`config.mk`:
```
export PLATFORM = sky130hd
export DESIGN_NAME = util_rr_arbiter
export DESIGN_NICKNAME = d
export VERILOG_FILES = /design/src/rtl/util_rr_arbiter.sv
export SDC_FILE = /design/constraint.sdc
export NUM_CORES = 1
export LEC_CHECK = 0
export CAP_MARGIN = 20
export CORE_ASPECT_RATIO = 1.25
export CORE_UTILIZATION = 50
export CTS_CLUSTER_DIAMETER = 30
export DETAILED_ROUTE_END_ITERATION = 8
export GPL_TIMING_DRIVEN = 0
export PLACE_DENSITY = 0.77
export SETUP_SLACK_MARGIN = 0.1
export SYNTH_ARGS = -nofsm -noshare
export SYNTH_HDL_FRONTEND = slang
export SYNTH_SLANG_ARGS = --single-unit
```
`constraint.sdc`:
```
create_clock -name clk -period 2.7 [get_ports clk]
set_input_delay 0.81 -clock clk [delete_from_list [all_inputs] [get_ports clk]]
set_output_delay 0.81 -clock clk [all_outputs]
set_load 0.1 [all_outputs]
```
`src/rtl/util_rr_arbiter.sv`:
```
// Round-robin arbiter for up to N requesters with an optional hold limit.
// An owner that exceeds the limit is pre-empted and locked out until it drops its request.
//
// state  | meaning
// S_IDLE | no grant; arbitrate among eligible requests
// S_OWN  | gnt[last] held; watch for release or hold expiry
module util_rr_arbiter #(
    parameter int N        = 4,
    parameter int MAX_HOLD = 0,
    parameter int IW       = $clog2(N)
) (
    input  logic          clk,
    input  logic          res,
    input  logic [N-1:0]  req,
    output logic [N-1:0]  gnt,
    output logic          gnt_valid,
    output logic [IW-1:0] gnt_idx,
    output logic          gnt_start,
    output logic          gnt_end,
    output logic          timeout
);
    localparam int HW = (MAX_HOLD > 1) ? $clog2(MAX_HOLD) : 1;
    localparam logic [HW-1:0] HOLD_LAST = (MAX_HOLD > 0) ? HW'(MAX_HOLD - 1) : '1;

    typedef enum logic {S_IDLE, S_OWN} state_t;

    state_t        state_q, state_d;
    logic [IW-1:0] last_q, last_d;
    logic [N-1:0]  blocked_q, blocked_d;
    logic [HW-1:0] hold_cnt_q, hold_cnt_d;
    logic [N-1:0]  gnt_q, gnt_d;
    logic          gnt_valid_q, gnt_valid_d;
    logic [IW-1:0] gnt_idx_q, gnt_idx_d;
    logic          gnt_start_q, gnt_start_d;
    logic          gnt_end_q, gnt_end_d;
    logic          timeout_q, timeout_d;

    logic [N-1:0]  elig;
    logic          found;
    logic [IW-1:0] win;
    logic [IW-1:0] cand;
    logic          hold_expire;

    // Search starts just above the last owner so it gets lowest priority.
    always_comb begin
        elig  = req & ~blocked_q;
        found = 1'b0;
        win   = '0;
        cand  = '0;
        for (int k = 1; k <= N; k++) begin
            cand = IW'((int'(last_q) + k) % N);
            if (!found && elig[cand]) begin
                found = 1'b1;
                win   = cand;
            end
        end
    end

    assign hold_expire = (MAX_HOLD != 0) && (hold_cnt_q == HOLD_LAST);

    always_ff @(posedge clk or posedge res) begin
        if (res) begin
            state_q     <= S_IDLE;
            last_q      <= IW'(N - 1);
            blocked_q   <= '0;
            hold_cnt_q  <= '0;
            gnt_q       <= '0;
            gnt_valid_q <= 1'b0;
            gnt_idx_q   <= '0;
            gnt_start_q <= 1'b0;
            gnt_end_q   <= 1'b0;
            timeout_q   <= 1'b0;
        end else begin
            state_q     <= state_d;
            last_q      <= last_d;
            blocked_q   <= blocked_d;
            hold_cnt_q  <= hold_cnt_d;
            gnt_q       <= gnt_d;
            gnt_valid_q <= gnt_valid_d;
            gnt_idx_q   <= gnt_idx_d;
            gnt_start_q <= gnt_start_d;
            gnt_end_q   <= gnt_end_d;
            timeout_q   <= timeout_d;
        end
    end

    always_comb begin
        state_d = state_q;
        case (state_q)
            S_IDLE:  if (found) state_d = S_OWN;
            S_OWN:   if (!req[last_q] || hold_expire) state_d = S_IDLE;
            default: state_d = S_IDLE;
        endcase
    end

    always_comb begin
        last_d      = last_q;
        blocked_d   = blocked_q & req;
        hold_cnt_d  = hold_cnt_q;
        gnt_d       = gnt_q;
        gnt_idx_d   = gnt_idx_q;
        gnt_start_d = 1'b0;
        gnt_end_d   = 1'b0;
        timeout_d   = 1'b0;
        case (state_q)
            S_IDLE: begin
                if (found) begin
                    gnt_d       = '0;
                    gnt_d[win]  = 1'b1;
                    gnt_idx_d   = win;
                    last_d      = win;
                    hold_cnt_d  = '0;
                    gnt_start_d = 1'b1;
                end
            end
            S_OWN: begin
                // Release is checked first so a same-edge drop is never a timeout.
                if (!req[last_q]) begin
                    gnt_d     = '0;
                    gnt_end_d = 1'b1;
                end else if (hold_expire) begin
                    gnt_d             = '0;
                    gnt_end_d         = 1'b1;
                    timeout_d         = 1'b1;
                    blocked_d[last_q] = 1'b1;
                end else if (hold_cnt_q != '1) begin
                    hold_cnt_d = hold_cnt_q + 1'b1;
                end
            end
            default: gnt_d = '0;
        endcase
        gnt_valid_d = |gnt_d;
    end

    assign gnt       = gnt_q;
    assign gnt_valid = gnt_valid_q;
    assign gnt_idx   = gnt_idx_q;
    assign gnt_start = gnt_start_q;
    assign gnt_end   = gnt_end_q;
    assign timeout   = timeout_q;

endmodule

```
==> results of run 1 <==
-- worst paths after layout --
kind                             from         end  depth (start not counted)
max                         gnt_start   gnt_start                          1
min                        gnt_idx[1]  gnt_idx[1]                          1
max reg2reg                 last_q[1]      gnt[1]                          6
min reg2reg                gnt_idx[1]  gnt_idx[1]                          1
max in group asynchronous         res   gnt_valid                          2
min in group asynchronous         res  gnt_idx[0]                          2
-- flip-flops by register name, summed over array words and instances (netlist names) --
register   cells
gnt_idx        2
blocked_q      4
gnt_start      1
state_q        1
gnt            4
last_q         2
gnt_valid      1
gnt_end        1
-- metal layers --
layer | track usage [%] | routed length, um
met3 | 5.50 | 97
met2 | 38.6 | 927
met1 | 29.7 | 768
met5 | 0 | 0
met4 | 12.1 | 54
-- timing repair --
item / 4_1_cts / 5_1_grt
pin swaps: 0 / 2
endpoints found under the hold margin: 0 / 0
hold buffers: 0 / 0
setup endpoints to repair: 8 / 4
buffers inserted: 2 / 1
gates resized for setup: 6 / 11
-- kinds of logic (layout without fill, tap and decap cells) --
family / Yosys count / after routing / synth area share, %
buf+inv: 10 / 31 / 5.07
simple gates: 41 / 41 / 27.2
compound gates: 20 / 20 / 17.0
mux: 1 / 1 / 2.61
other cells: 1 / 1 / 0.434
flops: 16 / 16 / 46.7
xor+xnor: 1 / 1 / 1.01
-- metrics by stage --
step	std cells	worst slack, ps	util, %	setup TNS [ps]
finish	129	135	70.3	0
floorplan	90	378	-	0
global placement	122	-218	64.9	-607
CTS	128	111	67.6	0
global route	129	102	70.3	0
detailed placement	122	-227	64.9	-681
-- cell type report --
cell class | count | area share (%)
multi-input combinational | 64 | 38.9
clock buffer | 4 | 3.26
inverter | 6 | 2.02
tap | 18 | 2.02
sequential | 16 | 36.2
timing repair buffer | 17 | 15.1
buffer | 4 | 2.47
-- worst register-to-register path: cells and delay by family, from the launching register on --
kind / cells / cell delay, ps
flops: 1 / 560
buf+inv: 2 / 350
simple gates: 4 / 1100
-- cells in the final DEF, fill, tap and decap left out, types with 2 or more instances in the layout --
cell,instances
nand3_1,5
nand2b_1,3
dfstp_2,2
o21ai_0,2
a21oi_1,4
nand2_1,9
o2111ai_1,2
nor2_1,5
nor3_1,2
inv_1,6
or4b_1,2
clkdlybuf4s50_1,3
o221ai_1,2
buf_4,4
o211ai_1,2
a21o_1,2
clkbuf_4,3
dlymetal6s2s_1,5
dfrtp_1,14
and2_1,4
or4_1,2
dlygate4sd2_1,6
nor2b_4,2
==> impl_results.md, run 1 <==
- Req. time, crit path: 1890 ps
- Num ports: 16
- Post-synth EDFFs: 0
- WL/cell: 14.3 um
- Synth area leaders: dfrtp_1 (41%), dfstp_2 (6.1%), nand2_1 (3.9%)
- Initial drt markers: 20
- Multi-input logic area: 433 um2
- Yosys top cell by area: dfrtp_1
- CTS root buf: clkbuf_4
- Worst Hold Class: reg -> reg
- Slew headroom: 35.2%
- Final setup fails: 0
- Top-count cell post-synth: dfrtp_1
- Top-area cell type share of the netlist area: 40.6%
- Die Area: 1900 um2
- Pin count of the biggest net entering global routing: 17
- Global placement routability congestion: 0.916
- Nature of the critical path endpoint: output port
- Slowest-stage cell, CP: clkdlybuf4s50_1
- RSZ-0062 raised after global routing: false
- CP peak stage delay: 1120 ps
- Worst Tran Pin Value: 976 ps
- Synth Cell Area: 863 um2
- Ys Warns: 0
- Worst skew pair latency: 300 ps
- Placed Area: 1030 um2
- Via count: 763
- Synthesized net count: 96
- Startpoint Class: register
- Via/cell ratio: 5.91
- Critical path cell sequence: clkdlybuf4s50_1
- Ratio of cells with drive above 1 in the final layout: 15.3%
- Global-route wire length before repair: 3.22 mm
- FMAX: 390 MHz
- Vias in the first global route: 721
- Net count reported at finish: 118
- Site row count: 16
- Final Hold Fails: 0
- Syn-to-layout area delta: 28.8%
- Die height: 48.5 um
- Most frequent cells after synthesis: dfrtp_1 (14), nand2_1 (9), inv_1 (6), nand3_1 (5), nor2_1 (5)
- #FFs+latches synth: 16
- DRT Pass-1 Iters: 4
- Grt total ovfl: 0
- Synth cell types: 36
- Top Family by Delay on Critical Path: buffers and inverters
- Max cap viols: 0
- Pins Over Slew Limit: 0
- Final period util: 95.0%
- Register area share after synthesis: 46.7%
- Drt drc: 0
- Routed WL: 1.85 mm
- Max H-tree Level: 1
- # fillers: 113
- Die width: 39.2 um
- R2R Setup Slk: 630 ps
- Ant diodes: 0
- Initial core utilization: 54.6%
- Port Buf Inserts: 14
- Clock tree sinks: 16
- CTS Buffer Depth: 2
- Num CTS Buffers: 3
- Syn_area_per_cell: 9.59 um2
- Critical path peak fanout: 1
- CTS tree: built
- Register area: 403 um2
- Initial antenna violation count: 0
- Syn Inst Count: 90
- Setup CP Type: reg -> out
- Total track usage: 24.3%
- Total core area: 1580 um2
- Clock Skew: 5.39 ps
- Clk slew on worst S/H paths: 100 ps
- Status: complete, no violations
- Ys flop type: dfrtp_1
- Hold_ws: 492 ps
- Final instance area: 1110 um2
- Remaining antenna violation count: 0
- Crit path buffers/inverters: 1
- Minimum clock period: 2570 ps
- DP HPWL: 1.28 mm
- Worst Path Arrival: 1760 ps
- Async set or reset register ratio after synthesis: 100%
Power of run 1 is not shown: default switching activity piles up to over one toggle a cycle in this logic, so the estimate is an artifact.
==> run 2, diff against run 1 <==
Settings changed: CAP_MARGIN 20 to unset, CORE_ASPECT_RATIO 1.25 to unset.
==> run 2 against run 1 <==
  * The flow now finishes with violations (DRC)
  * Critical path depth rose by 6
  * Worst hold slack worse by 12 ps
  * Count of clock-buffer cells in the layout down 1
  * First-iteration DRC count up 40%
  * Cell count is 4.7% lower
  * Non-clock buffer count decreased by 3
  * Global-route usage decreased by 2.8 points
  * Register-to-register slack lost 50 ps
  * Utilization shrank 0.75 points
  * Via count shrank 3.8%
  * Critical path type is now in -> reg
  * Largest cell class unchanged
  * Highest routed layer unchanged
==> impl_results.md, run 2 (synthesized netlist as in run 1, its figures left out) <==
- Final Hold Fails: 0
- Final period util: 88.4%
- Worst Setup SP: req[1]
- Initial drt markers: 28
- Ratio of cells with drive above 1 in the final layout: 12.1%
- Total track usage: 21.5%
- Post-CTS setup buffers: 0
- Critical path peak fanout: 7
- Net count reported at finish: 115
- Drt drc: 2
- Initial core utilization: 55.4%
- Ant diodes: 0
- R2R Setup Slk: 580 ps
- R2r worst-path depth: 6
- Clock tree sinks: 16
- Max cap viols: 0
- DP HPWL: 1.24 mm
- TNS Setup: 0 ps
- End of the worst register-to-register path: gnt[1]
- Metal2 WL: 791 um
- Startpoint Class: primary input
- RR Startpoint: last_q[1]
- Syn-to-layout area delta: 25.7%
- Final setup fails: 0
- Num ports: 16
- Req. time, crit path: 2920 ps
- Clock Skew: 6.27 ps
- Top Family by Delay on Critical Path: simple AND/OR/NAND/NOR gates
- Via count: 734
- Global placement routability congestion: 0.852
- Setup CP Type: in -> reg
- CP peak stage delay: 520 ps
- Top library cells by usage in the layout, fill and taps aside: dfrtp_1 (14), nand2_1 (9), dlymetal6s2s_1 (8)
- CTS root buf: clkbuf_4
- Minimum clock period: 2390 ps
- Met1 Routed Length: 836 um
- Die width: 43.6 um
- WL/cell: 14.1 um
- Most common cell after layout, fill and taps aside: dfrtp_1
- Worst Path Arrival: 2610 ps
- Hold Buf Count CTS: 0
- RSZ-0062 raised after global routing: false
- Clk slew on worst S/H paths: 80 ps
- Site row count: 14
- Grt total ovfl: 0
- Max layer used: met4
- Slew headroom: 35.5%
- Worst Hold Class: reg -> reg
- Setup crit end: gnt[1]
- Pin count of the biggest net entering global routing: 17
- Status: complete, but fails checks
- Stages on worst setup path: 7
- Die Area: 1900 um2
- Slowest-stage cell, CP: or4b_1
- Remaining antenna violation count: 0
- Crit path buffers/inverters: 2
- FMAX: 419 MHz
- Via/cell ratio: 5.97
- Critical path cell sequence: dlygate4sd2_1 -> nor2b_4 -> nor4_1 -> or4_1 -> buf_4 -> or4b_1 -> nand3_1
- Routed WL: 1.74 mm
- # fillers: 115
- Total core area: 1560 um2
- Die height: 43.6 um
- Failing checks: DRC
- Nature of the critical path endpoint: register
- CTS Buffer Depth: 2
- Initial antenna violation count: 0
- Global-route wire length before repair: 2.90 mm
- Pins Over Slew Limit: 0
- Worst skew pair latency: 290 ps
- CTS tree: built
- Vias in the first global route: 672
- DRT Pass-1 Iters: 6
- Worst Tran Pin Value: 966 ps
- Num CTS Buffers: 3
- Port Buf Inserts: 14
- Metal3 WL: 65 um
- Max H-tree Level: 1
## run 2: what timing repair did
item                                    in CTS  in global routing
cloned                                       0                  0
gates resized for setup                      8                 10
endpoints found under the setup margin       6                  8
## run 2: worst min-delay path: cells and delay by family (launching register included)
kind	cells	cell delay (ps)
AND/OR/NAND/NOR	2	110
flip-flops	1	340
## run 2: worst min path at each step
stage	from	endpoint	slack [ps]	depth (start not counted)
floorplan	blocked_q[2]	blocked_q[2]	440	1
global placement	gnt_idx[1]	gnt_idx[1]	460	1
detailed placement	gnt_idx[1]	gnt_idx[1]	470	1
CTS	gnt_idx[0]	gnt_idx[0]	490	2
global route	gnt_idx[1]	gnt_idx[1]	500	1
finish	gnt_idx[0]	gnt_idx[0]	480	2
## run 2: routing by layer
layer | global-route usage [%] | vias to the layer above
met2 | 31.0 | 22
li1 | - | 362
met3 | 5.42 | 5
met1 | 29.0 | 345
met5 | 0 | -
met4 | 12.5 | 0
## run 2: layout make-up
type	count	area, um2	share of cell area, %
plain buffers	4	23.8	2.19
multi-input cells	64	439	40.5
flip-flops and latches	16	403	37.1
clock buffers	3	22.5	2.08
repair buffers	14	154	14.2
inverters	6	22.5	2.08
well taps	16	20.0	1.85
## run 2: through the flow
| stage | std cells | setup slack [ps] | cell area, um2 | util, % | hold WS [ps] |
|---|---|---|---|---|---|
| 5_1_grt | 123 | 226 | 1080 | 69.6 | 503 |
| 4_1_cts | 123 | 101 | 1050 | 67.5 | 492 |
| 6_report | 123 | 312 | 1080 | 69.6 | 480 |
| 3_3_place_gp | 120 | -231 | 1020 | 65.7 | 463 |
| 3_5_place_dp | 120 | -236 | 1020 | 65.7 | 470 |
| 2_1_floorplan | 90 | 378 | 863 | - | 444 |
Power of run 2 is left out for the same reason.
==> run 3, diff against run 2 <==
Settings changed: ABC_AREA set to 0, SLEW_MARGIN set to 5.
==> results of run 3 <==
The final DEF is identical to that of run 2; final timing and power are the same.
Power of run 3 is left out for the same reason.
